===== config.mk =====
export PLATFORM = sky130hd
export DESIGN_NAME = tdm_demux_using_counter_flat
export DESIGN_NICKNAME = d
export VERILOG_FILES = /design/src/rtl/tdm_demux_using_counter_if.sv /design/src/rtl/tdm_demux_using_counter.sv /design/src/flat_wrapper.sv
export SDC_FILE = /design/constraint.sdc
export NUM_CORES = 1
export LEC_CHECK = 0
export BUFFER_PORTS_ARGS = -buffer_cell sky130_fd_sc_hd__buf_4
export CORE_ASPECT_RATIO = 1.5
export CORE_MARGIN = 2
export CORE_UTILIZATION = 25
export CTS_CLUSTER_DIAMETER = 40
export DETAILED_ROUTE_END_ITERATION = 10
export GPL_TIMING_DRIVEN = 0
export SETUP_SLACK_MARGIN = 0.2
export SKIP_LAST_GASP = 1
export SYNTH_ARGS = -nofsm -noshare
export SYNTH_HDL_FRONTEND = slang
export SYNTH_SLANG_ARGS = --single-unit

===== constraint.sdc =====
create_clock -name clk -period 2.7 [get_ports clk]
set_clock_uncertainty 0.1 [all_clocks]
set_input_delay 0.675 -clock clk [delete_from_list [all_inputs] [get_ports clk]]
set_output_delay 0.675 -clock clk [all_outputs]
set_load 0.03 [all_outputs]

===== src/rtl/tdm_demux_using_counter_if.sv =====
// Bus bundle for the TDM receive demux: upstream word stream in,
// per-channel held words and status out.
// Optional parity signals are present only when TDM_DEMUX_PARITY_EN is defined.
interface tdm_demux_using_counter_if #(
   parameter int N_CH = 4,
   parameter int W    = 8
);
   logic                up_valid;
   logic                up_sof;
   logic [W-1:0]        up_data;
   logic [N_CH*W-1:0]   down_data;
   logic [N_CH-1:0]     down_valid;
   logic                locked;
   logic                frame_err;
   logic [15:0]         frame_cnt;
`ifdef TDM_DEMUX_PARITY_EN
   logic                up_parity;
   logic                parity_err;
`endif

   modport master (
      output up_valid, up_sof, up_data,
`ifdef TDM_DEMUX_PARITY_EN
      output up_parity,
      input  parity_err,
`endif
      input  down_data, down_valid, locked, frame_err, frame_cnt
   );

   modport slave (
      input  up_valid, up_sof, up_data,
`ifdef TDM_DEMUX_PARITY_EN
      input  up_parity,
      output parity_err,
`endif
      output down_data, down_valid, locked, frame_err, frame_cnt
   );
endinterface


===== src/rtl/tdm_demux_using_counter.sv =====
// TDM receive demux: locks to the frame marked by up_sof, steers each word
// to its channel's held register and pulses that channel's valid.
// Optional even-parity checking on each beat: define TDM_DEMUX_PARITY_EN.
//
//   state    | meaning
//   ---------+-----------------------------------------------------------
//   S_HUNT   | not framed; non-SOF beats dropped, SOF beat locks as ch 0
//   S_LOCKED | framed; ptr names the channel the next beat belongs to
module tdm_demux_using_counter #(
   parameter int N_CH = 4,
   parameter int W    = 8
) (
   input  logic                      clk,
   input  logic                      rst,
   tdm_demux_using_counter_if.slave  bus
);
   localparam int PW = (N_CH > 1) ? $clog2(N_CH) : 1;
   localparam logic [PW-1:0] PTR_LAST = PW'(N_CH - 1);
   // With one channel the pointer never leaves 0.
   localparam logic [PW-1:0] PTR_ONE  = (N_CH > 1) ? PW'(1) : '0;

   typedef enum logic {S_HUNT, S_LOCKED} state_t;

   state_t            state, state_nxt;
   logic [PW-1:0]     ptr, ptr_nxt;
   logic              slot_hit;
   logic [PW-1:0]     slot_ch;
   logic              err_nxt;
   logic              beat_bad;
   logic              deliver;

   logic [N_CH*W-1:0] data_q;
   logic [N_CH-1:0]   valid_q;
   logic              err_q;
   logic [15:0]       cnt_q;

`ifdef TDM_DEMUX_PARITY_EN
   logic              perr_q;
   assign beat_bad = ^{bus.up_data, bus.up_parity};
`else
   assign beat_bad = 1'b0;
`endif

   // A slot that fails parity still advances framing but is not written.
   assign deliver = slot_hit & ~beat_bad;

   // Next-state decode: slot selection, pointer advance and framing errors.
   always_comb begin
      state_nxt = state;
      ptr_nxt   = ptr;
      slot_hit  = 1'b0;
      slot_ch   = '0;
      err_nxt   = 1'b0;
      if (bus.up_valid) begin
         case (state)
            S_HUNT: begin
               if (bus.up_sof) begin
                  slot_hit  = 1'b1;
                  ptr_nxt   = PTR_ONE;
                  state_nxt = S_LOCKED;
               end
            end
            S_LOCKED: begin
               if (bus.up_sof) begin
                  // Early SOF resyncs onto channel 0 but is still flagged.
                  err_nxt  = (ptr != '0);
                  slot_hit = 1'b1;
                  ptr_nxt  = PTR_ONE;
               end else if (ptr != '0) begin
                  slot_hit = 1'b1;
                  slot_ch  = ptr;
                  ptr_nxt  = (ptr == PTR_LAST) ? '0 : ptr + PW'(1);
               end else begin
                  err_nxt   = 1'b1;
                  ptr_nxt   = '0;
                  state_nxt = S_HUNT;
               end
            end
            default: begin
               state_nxt = S_HUNT;
               ptr_nxt   = '0;
            end
         endcase
      end
   end

   // State, pointer and registered outputs; pulses clear every cycle.
   always_ff @(posedge clk) begin
      if (rst) begin
         state   <= S_HUNT;
         ptr     <= '0;
         data_q  <= '0;
         valid_q <= '0;
         err_q   <= 1'b0;
         cnt_q   <= '0;
`ifdef TDM_DEMUX_PARITY_EN
         perr_q  <= 1'b0;
`endif
      end else begin
         state   <= state_nxt;
         ptr     <= ptr_nxt;
         valid_q <= '0;
         err_q   <= err_nxt;
`ifdef TDM_DEMUX_PARITY_EN
         perr_q  <= slot_hit & beat_bad;
`endif
         for (int k = 0; k < N_CH; k++) begin
            if (deliver && slot_ch == PW'(k)) begin
               data_q[k*W +: W] <= bus.up_data;
               valid_q[k]       <= 1'b1;
            end
         end
         if (slot_hit && slot_ch == PTR_LAST)
            cnt_q <= cnt_q + 16'd1;
      end
   end

   assign bus.down_data  = data_q;
   assign bus.down_valid = valid_q;
   assign bus.locked     = (state == S_LOCKED);
   assign bus.frame_err  = err_q;
   assign bus.frame_cnt  = cnt_q;
`ifdef TDM_DEMUX_PARITY_EN
   assign bus.parity_err = perr_q;
`endif
endmodule


===== src/flat_wrapper.sv =====
// flat-port wrapper written by rule: the top's interface ports become plain ports
module tdm_demux_using_counter_flat 
#(
   parameter int N_CH = 4,
   parameter int W    = 8
)
  (clk, rst, bus_up_valid, bus_up_sof, bus_up_data, bus_down_data, bus_down_valid, bus_locked, bus_frame_err, bus_frame_cnt);
  tdm_demux_using_counter_if #(.N_CH(N_CH), .W(W)) bus_i ();
  input  logic clk;
  input  logic rst;
  input wire logic [$bits(bus_i.up_valid)-1:0] bus_up_valid;
  input wire logic [$bits(bus_i.up_sof)-1:0] bus_up_sof;
  input wire logic [$bits(bus_i.up_data)-1:0] bus_up_data;
  output wire logic [$bits(bus_i.down_data)-1:0] bus_down_data;
  output wire logic [$bits(bus_i.down_valid)-1:0] bus_down_valid;
  output wire logic [$bits(bus_i.locked)-1:0] bus_locked;
  output wire logic [$bits(bus_i.frame_err)-1:0] bus_frame_err;
  output wire logic [$bits(bus_i.frame_cnt)-1:0] bus_frame_cnt;
  assign bus_i.up_valid = bus_up_valid;
  assign bus_i.up_sof = bus_up_sof;
  assign bus_i.up_data = bus_up_data;
  assign bus_down_data = bus_i.down_data;
  assign bus_down_valid = bus_i.down_valid;
  assign bus_locked = bus_i.locked;
  assign bus_frame_err = bus_i.frame_err;
  assign bus_frame_cnt = bus_i.frame_cnt;
  tdm_demux_using_counter #(.N_CH(N_CH), .W(W)) u_core (.clk(clk), .rst(rst), .bus(bus_i));
endmodule

; Word level (Yosys, flattened, before mapping)
; Index checks and enable logic that the tools add are counted.
[totals]
regBits = 56
wordCells = 46
output_inout_bits = 54
[op_classes]
reduce_logical = 8
eq_ne = 5
muxes = 20
bitwise_logic = 2
n_addsub = 2
[ops]
columns = operator, n
row1 = "adder 16 x 1 -> 16 bit, second input constant", 1
row2 = two-way mux 2 bit, 8
row3 = two-way mux 1 bit, 10
row4 = "== test 2 bit, second input constant", 3
row5 = logical AND 1 bit, 4
row6 = case mux 2 bit (2 select lines), 1
row7 = OR reduction 3 bit, 1
row8 = "adder 2 x 1 -> 2 bit, second input constant", 1
row9 = "== test 2 x 1 -> 1 bit, second input constant", 1
row10 = zero test 2 bit, 1
row11 = "inequality test 2 bit, second input constant", 1
row12 = inverter 1 bit, 2
row13 = case mux 1 bit (2 select lines), 1
row14 = AND reduction 2 bit, 1
row15 = nonzero test 2 bit, 1

; Logic depth before layout (Yosys ltp)
[logic_depth]
ltp_word = 8
depth_mapped = 8
depth_no_buf = 7

; Least setup slack after synthesis
; Ideal clock, no wire load.
[synth_path]
path_type = in2reg
startpoint = in bus_up_sof
endpoint = reg u_core.cnt_q[9] (netlist: u_core.bus.frame_cnt[9])
stages = 7
t_required_ns = 2.477
path_buffers = 1
t_arrival_ns = 2.116
slack_ns = 0.361
path_cell_list = clkbuf_1 > inv_1 > ha_1 > and3b_1 > nand2_1 > nor4_1 > mux2_1
[synth_between]
elab_chain_len = 5
word_cells_on_any_way = 9
classes_between = eq/ne: 1 / mux: 7 / reduce/logical: 1
[synth_rtl]
columns = element, line_no
row1 = start: declaration, flat_wrapper.sv:12  ; input wire logic [$bits(bus_i.up_sof)-1:0] bus_up_sof;
row2 = two-way mux 2 bit, tdm_demux_using_counter.sv:64  ; if (bus.up_sof) begin
row3 = two-way mux 2 bit, tdm_demux_using_counter.sv:55  ; case (state)
row4 = two-way mux 2 bit, tdm_demux_using_counter.sv:54  ; if (bus.up_valid) begin
row5 = == test 2 bit, tdm_demux_using_counter.sv:113  ; if (slot_hit && slot_ch == PTR_LAST)
row6 = logical AND 1 bit *, tdm_demux_using_counter.sv:113
row7 = end signal: assignment, tdm_demux_using_counter.sv:114  ; cnt_q <= cnt_q + 16'd1;
row8 = end: declaration, tdm_demux_using_counter.sv:35  ; logic [15:0] cnt_q;
; Mark *: on every way between the ends. The rest lies on a longest branch, timed or not.
; A chain may end at the register's enable or synchronous reset.

; Worst setup path after layout
[layout_path]
startpoint = in bus_up_sof
endpoint = reg u_core.cnt_q[11] (netlist: u_core.bus.frame_cnt[11])
; Same word-level chain as after synthesis.

==> results.cfg <==
[grt]
grt_pass1_wl_um = 9560
global_route.overflow_total = 0
grt_max_degree = 17
initial_antenna_violation_count = 0
grtUsageTotal_pct = 11.7
first_global_vias = 1976

[timing]
whs_ns = 0.362
final-hold-violation-count = 0
timing.final.setup_violations = 0
tns_ns = 0
final.period_utilization_pct = 87.0
finalCriticalPeriod_ns = 2.35
slew_headroom_pct = 56.2
unrepaired_setup_endpoints_after_global_routing = no
slew_viol_final = 0
max_clock_freq_ghz = 0.426
timing_worst_slew_pin_value_ns = 0.653

[placement]
place.gp.congestion = 0.827
dpl_cell_area_mm2 = 0.00297
dp.cells = 432
place_hpwl_um = 4720
buffer_ports.inserted = 64

[logic_synthesis]
synth_warnings = 0
ys_seq_area_share_pct = 47.7
synthesis.nets = 272
synth_cell_types = 38
yosysTopAreaCell = sky130_fd_sc_hd__dfxtp_1
post_synth.cell_area_avg_um2 = 9.18
synth_top_area_share_pct = 47.7
postSynthRegisterBits = 56
cell_area_after_synthesis_mm2 = 0.00235
synth_top_cells_by_area = sky130_fd_sc_hd__dfxtp_1, sky130_fd_sc_hd__mux2i_1, sky130_fd_sc_hd__nand2b_1, sky130_fd_sc_hd__nand2_1, sky130_fd_sc_hd__a21oi_1
synthesis.instances = 256

[setup_path]
timing_worst_setup_path_type = in2reg
slowest_stage = sky130_fd_sc_hd__nor3_1
arrival_ns = 2.43
critical_path.cell_chain = clkbuf_1 -> inv_1 -> ha_1 -> nand3b_1 -> nor3_1 -> nand3_1 -> mux2_1
path_max_fanout = 9
worstPathRequired_ns = 2.78
startpoint_type = input pin
timing.critical_path.to_type = register
delay_of_the_slowest_cell_on_the_worst_path_ns = 0.42

[cts]
cts_max_path_buffers = 2
cts_hold_repair.buffers = 0
htree_num_levels = 2
cts_post_setup_buffers_inserted = 0
cts_repair_resize_count = 0
clk_root_buffer_cell = sky130_fd_sc_hd__clkbuf_16
clk_pin_slew_worst_paths_ns = 0.07
cts_made_buffers = 5
tritoncts = built
clock-sinks = 56
worst_skew_pair.late_latency_ns = 0.29

[finish]
final_cell_area_mm2 = 0.00312
drive_gt1_share_pct = 23.8
multi_input_area_mm2 = 0.00116
antenna_cells = 0
finish.net_count = 343
register_area_mm2 = 0.00112
non_filler_cells_in_the_finished_layout = 440
commonest_cells_after_routing_fill_and_taps_aside = sky130_fd_sc_hd__buf_4, sky130_fd_sc_hd__dfxtp_1, sky130_fd_sc_hd__nand2_1, sky130_fd_sc_hd__nand2b_1, sky130_fd_sc_hd__nor2_1
fill_cells = 964
area_growth_syn_to_layout_pct = 32.8
mostFrequentLayoutCell = sky130_fd_sc_hd__buf_4

[pwr]
vdd_ir_drop_max_v = 0.000318
power.leakage_nw = 1.33
power_density_mw_per_mm2 = 522

[floorplanning]
die_span_in_y_um = 123
floorplan.die.width_um = 83.2
core_area_mm2 = 0.00920
initial_utilization_pct = 25.6
num_rows = 43
design.portCount = 66
die_outline_area_mm2 = 0.0102

[drt]
route.antenna.remaining_nets = 0
finalWirelength_um = 6170
dr_vias_cell = 4.55
remaining_drc_errors = 0
drtPass1Iterations = 4
detail_route.wl_per_cell_um = 14.0
drt-initial-drc-count = 87
vias = 2001

[outcome]
outcome = completed

[min_path]
min-delay-path-class = reg2reg

[run]
drv_cap = 0
==> path summary, 6_finish.rpt <==
kind                                                       startpoint                                    end  slack, ns  depth (start not counted)
worst min-delay path            u_core.bus.down_data[31]$_SDFFE_PP0P_  u_core.bus.down_data[31]$_SDFFE_PP0P_       0.36                          2
worst min register to register  u_core.bus.down_data[31]$_SDFFE_PP0P_  u_core.bus.down_data[31]$_SDFFE_PP0P_       0.36                          2
worst max register to register             u_core.ptr[0]$_SDFFE_PP0P_  u_core.bus.frame_cnt[11]$_SDFFE_PP0P_       0.35                          7
worst max-delay path                                       bus_up_sof  u_core.bus.frame_cnt[11]$_SDFFE_PP0P_       0.35                          7
==> flip-flops by register name (all words and copies together) (netlist names) <==
name / flops
u_core.bus.frame_cnt: 16
u_core.bus.down_valid: 4
u_core.ptr: 2
u_core.bus.down_data: 32
u_core.bus.locked: 1
u_core.bus.frame_err: 1
==> layout make-up <==
type	count	share of cell area (%)
multi-input combinational	181	37.0
inverter	6	0.721
buffer	13	1.68
clock inverter	2	0.321
timing repair buffer	64	15.4
clock buffer	6	4.45
tap	112	4.49
sequential	56	35.9
==> cells by family (layout without fill, tap and decap cells) <==
kind of cell / count (synthesis) / in the layout / share of synthesized area, %
compound gates: 32 / 32 / 8.04
xor+xnor: 4 / 4 / 1.49
flops: 56 / 56 / 47.7
buf+inv: 19 / 91 / 3.14
fa+ha+maj: 4 / 4 / 2.13
simple gates: 114 / 114 / 25.9
mux: 27 / 27 / 11.7
==> metrics by stage <==
| stage | util (%) | setup WS [ns] | total power, W |
|---|---|---|---|
| final | 33.9 | 0.352 | 0.00163 |
| after detailed placement | 32.3 | 0.0436 | 0.000989 |
| after CTS | 33.9 | 0.322 | 0.00164 |
| after global placement | 32.3 | 0.0341 | 0.000986 |
| after global routing | 33.9 | 0.202 | 0.00170 |
| after floorplan | - | 0.361 | 0.000936 |
==> metal layers <==
layer	share of wire [%]	routed length [um]	up-vias	track usage (%)
met5	0	0	-	0
met4	1.2	76	0	3.79
met3	3.4	212	5	2.02
met2	51	3170	40	20.9
met1	44	2710	936	14.2
li1	-	-	1020	-
==> critical path: cells and delay by family <==
kind,cells,cell delay [ns]
buffers and inverters,2,0.35
muxes,1,0.32
adders and majority gates,1,0.26
and+or+nand+nor,3,0.81
==> cell usage after synthesis <==
cell type / number
sky130_fd_sc_hd__dfxtp_1: 56
sky130_fd_sc_hd__nand2_1: 26
sky130_fd_sc_hd__nand2b_1: 25
sky130_fd_sc_hd__nor2_1: 25
sky130_fd_sc_hd__mux2i_1: 24
sky130_fd_sc_hd__a21oi_1: 19
sky130_fd_sc_hd__clkbuf_1: 10
sky130_fd_sc_hd__nand3_1: 7
sky130_fd_sc_hd__or3_1: 7
sky130_fd_sc_hd__inv_1: 6
sky130_fd_sc_hd__ha_1: 4
sky130_fd_sc_hd__nor4_1: 4
sky130_fd_sc_hd__o21ai_0: 4
sky130_fd_sc_hd__xnor2_1: 4
sky130_fd_sc_hd__mux2_1: 3
sky130_fd_sc_hd__nor2b_1: 3
sky130_fd_sc_hd__o31ai_1: 3
sky130_fd_sc_hd__or4_1: 3
sky130_fd_sc_hd__nand3b_1: 2
sky130_fd_sc_hd__nand4_1: 2
sky130_fd_sc_hd__nor3_1: 2
sky130_fd_sc_hd__a21o_1: 1
sky130_fd_sc_hd__a311oi_1: 1
sky130_fd_sc_hd__and2_1: 1
sky130_fd_sc_hd__and3_1: 1
sky130_fd_sc_hd__and3b_1: 1
sky130_fd_sc_hd__and4_2: 1
sky130_fd_sc_hd__and4bb_1: 1
sky130_fd_sc_hd__buf_1: 1
sky130_fd_sc_hd__buf_2: 1
sky130_fd_sc_hd__clkbuf_2: 1
sky130_fd_sc_hd__nand4_2: 1
sky130_fd_sc_hd__nand4bb_1: 1
sky130_fd_sc_hd__nor3_2: 1
sky130_fd_sc_hd__o21a_1: 1
sky130_fd_sc_hd__o21ba_1: 1
sky130_fd_sc_hd__o31a_1: 1
sky130_fd_sc_hd__o32ai_1: 1
==> power breakdown <==
group,internal (W),total (W),switching [W]
clock,0.000367,0.000662,0.000295
sequential,0.000837,0.000843,0.00000685
combinational,0.0000497,0.000124,0.0000743
Note: power is estimated with default switching activity, not from simulation.
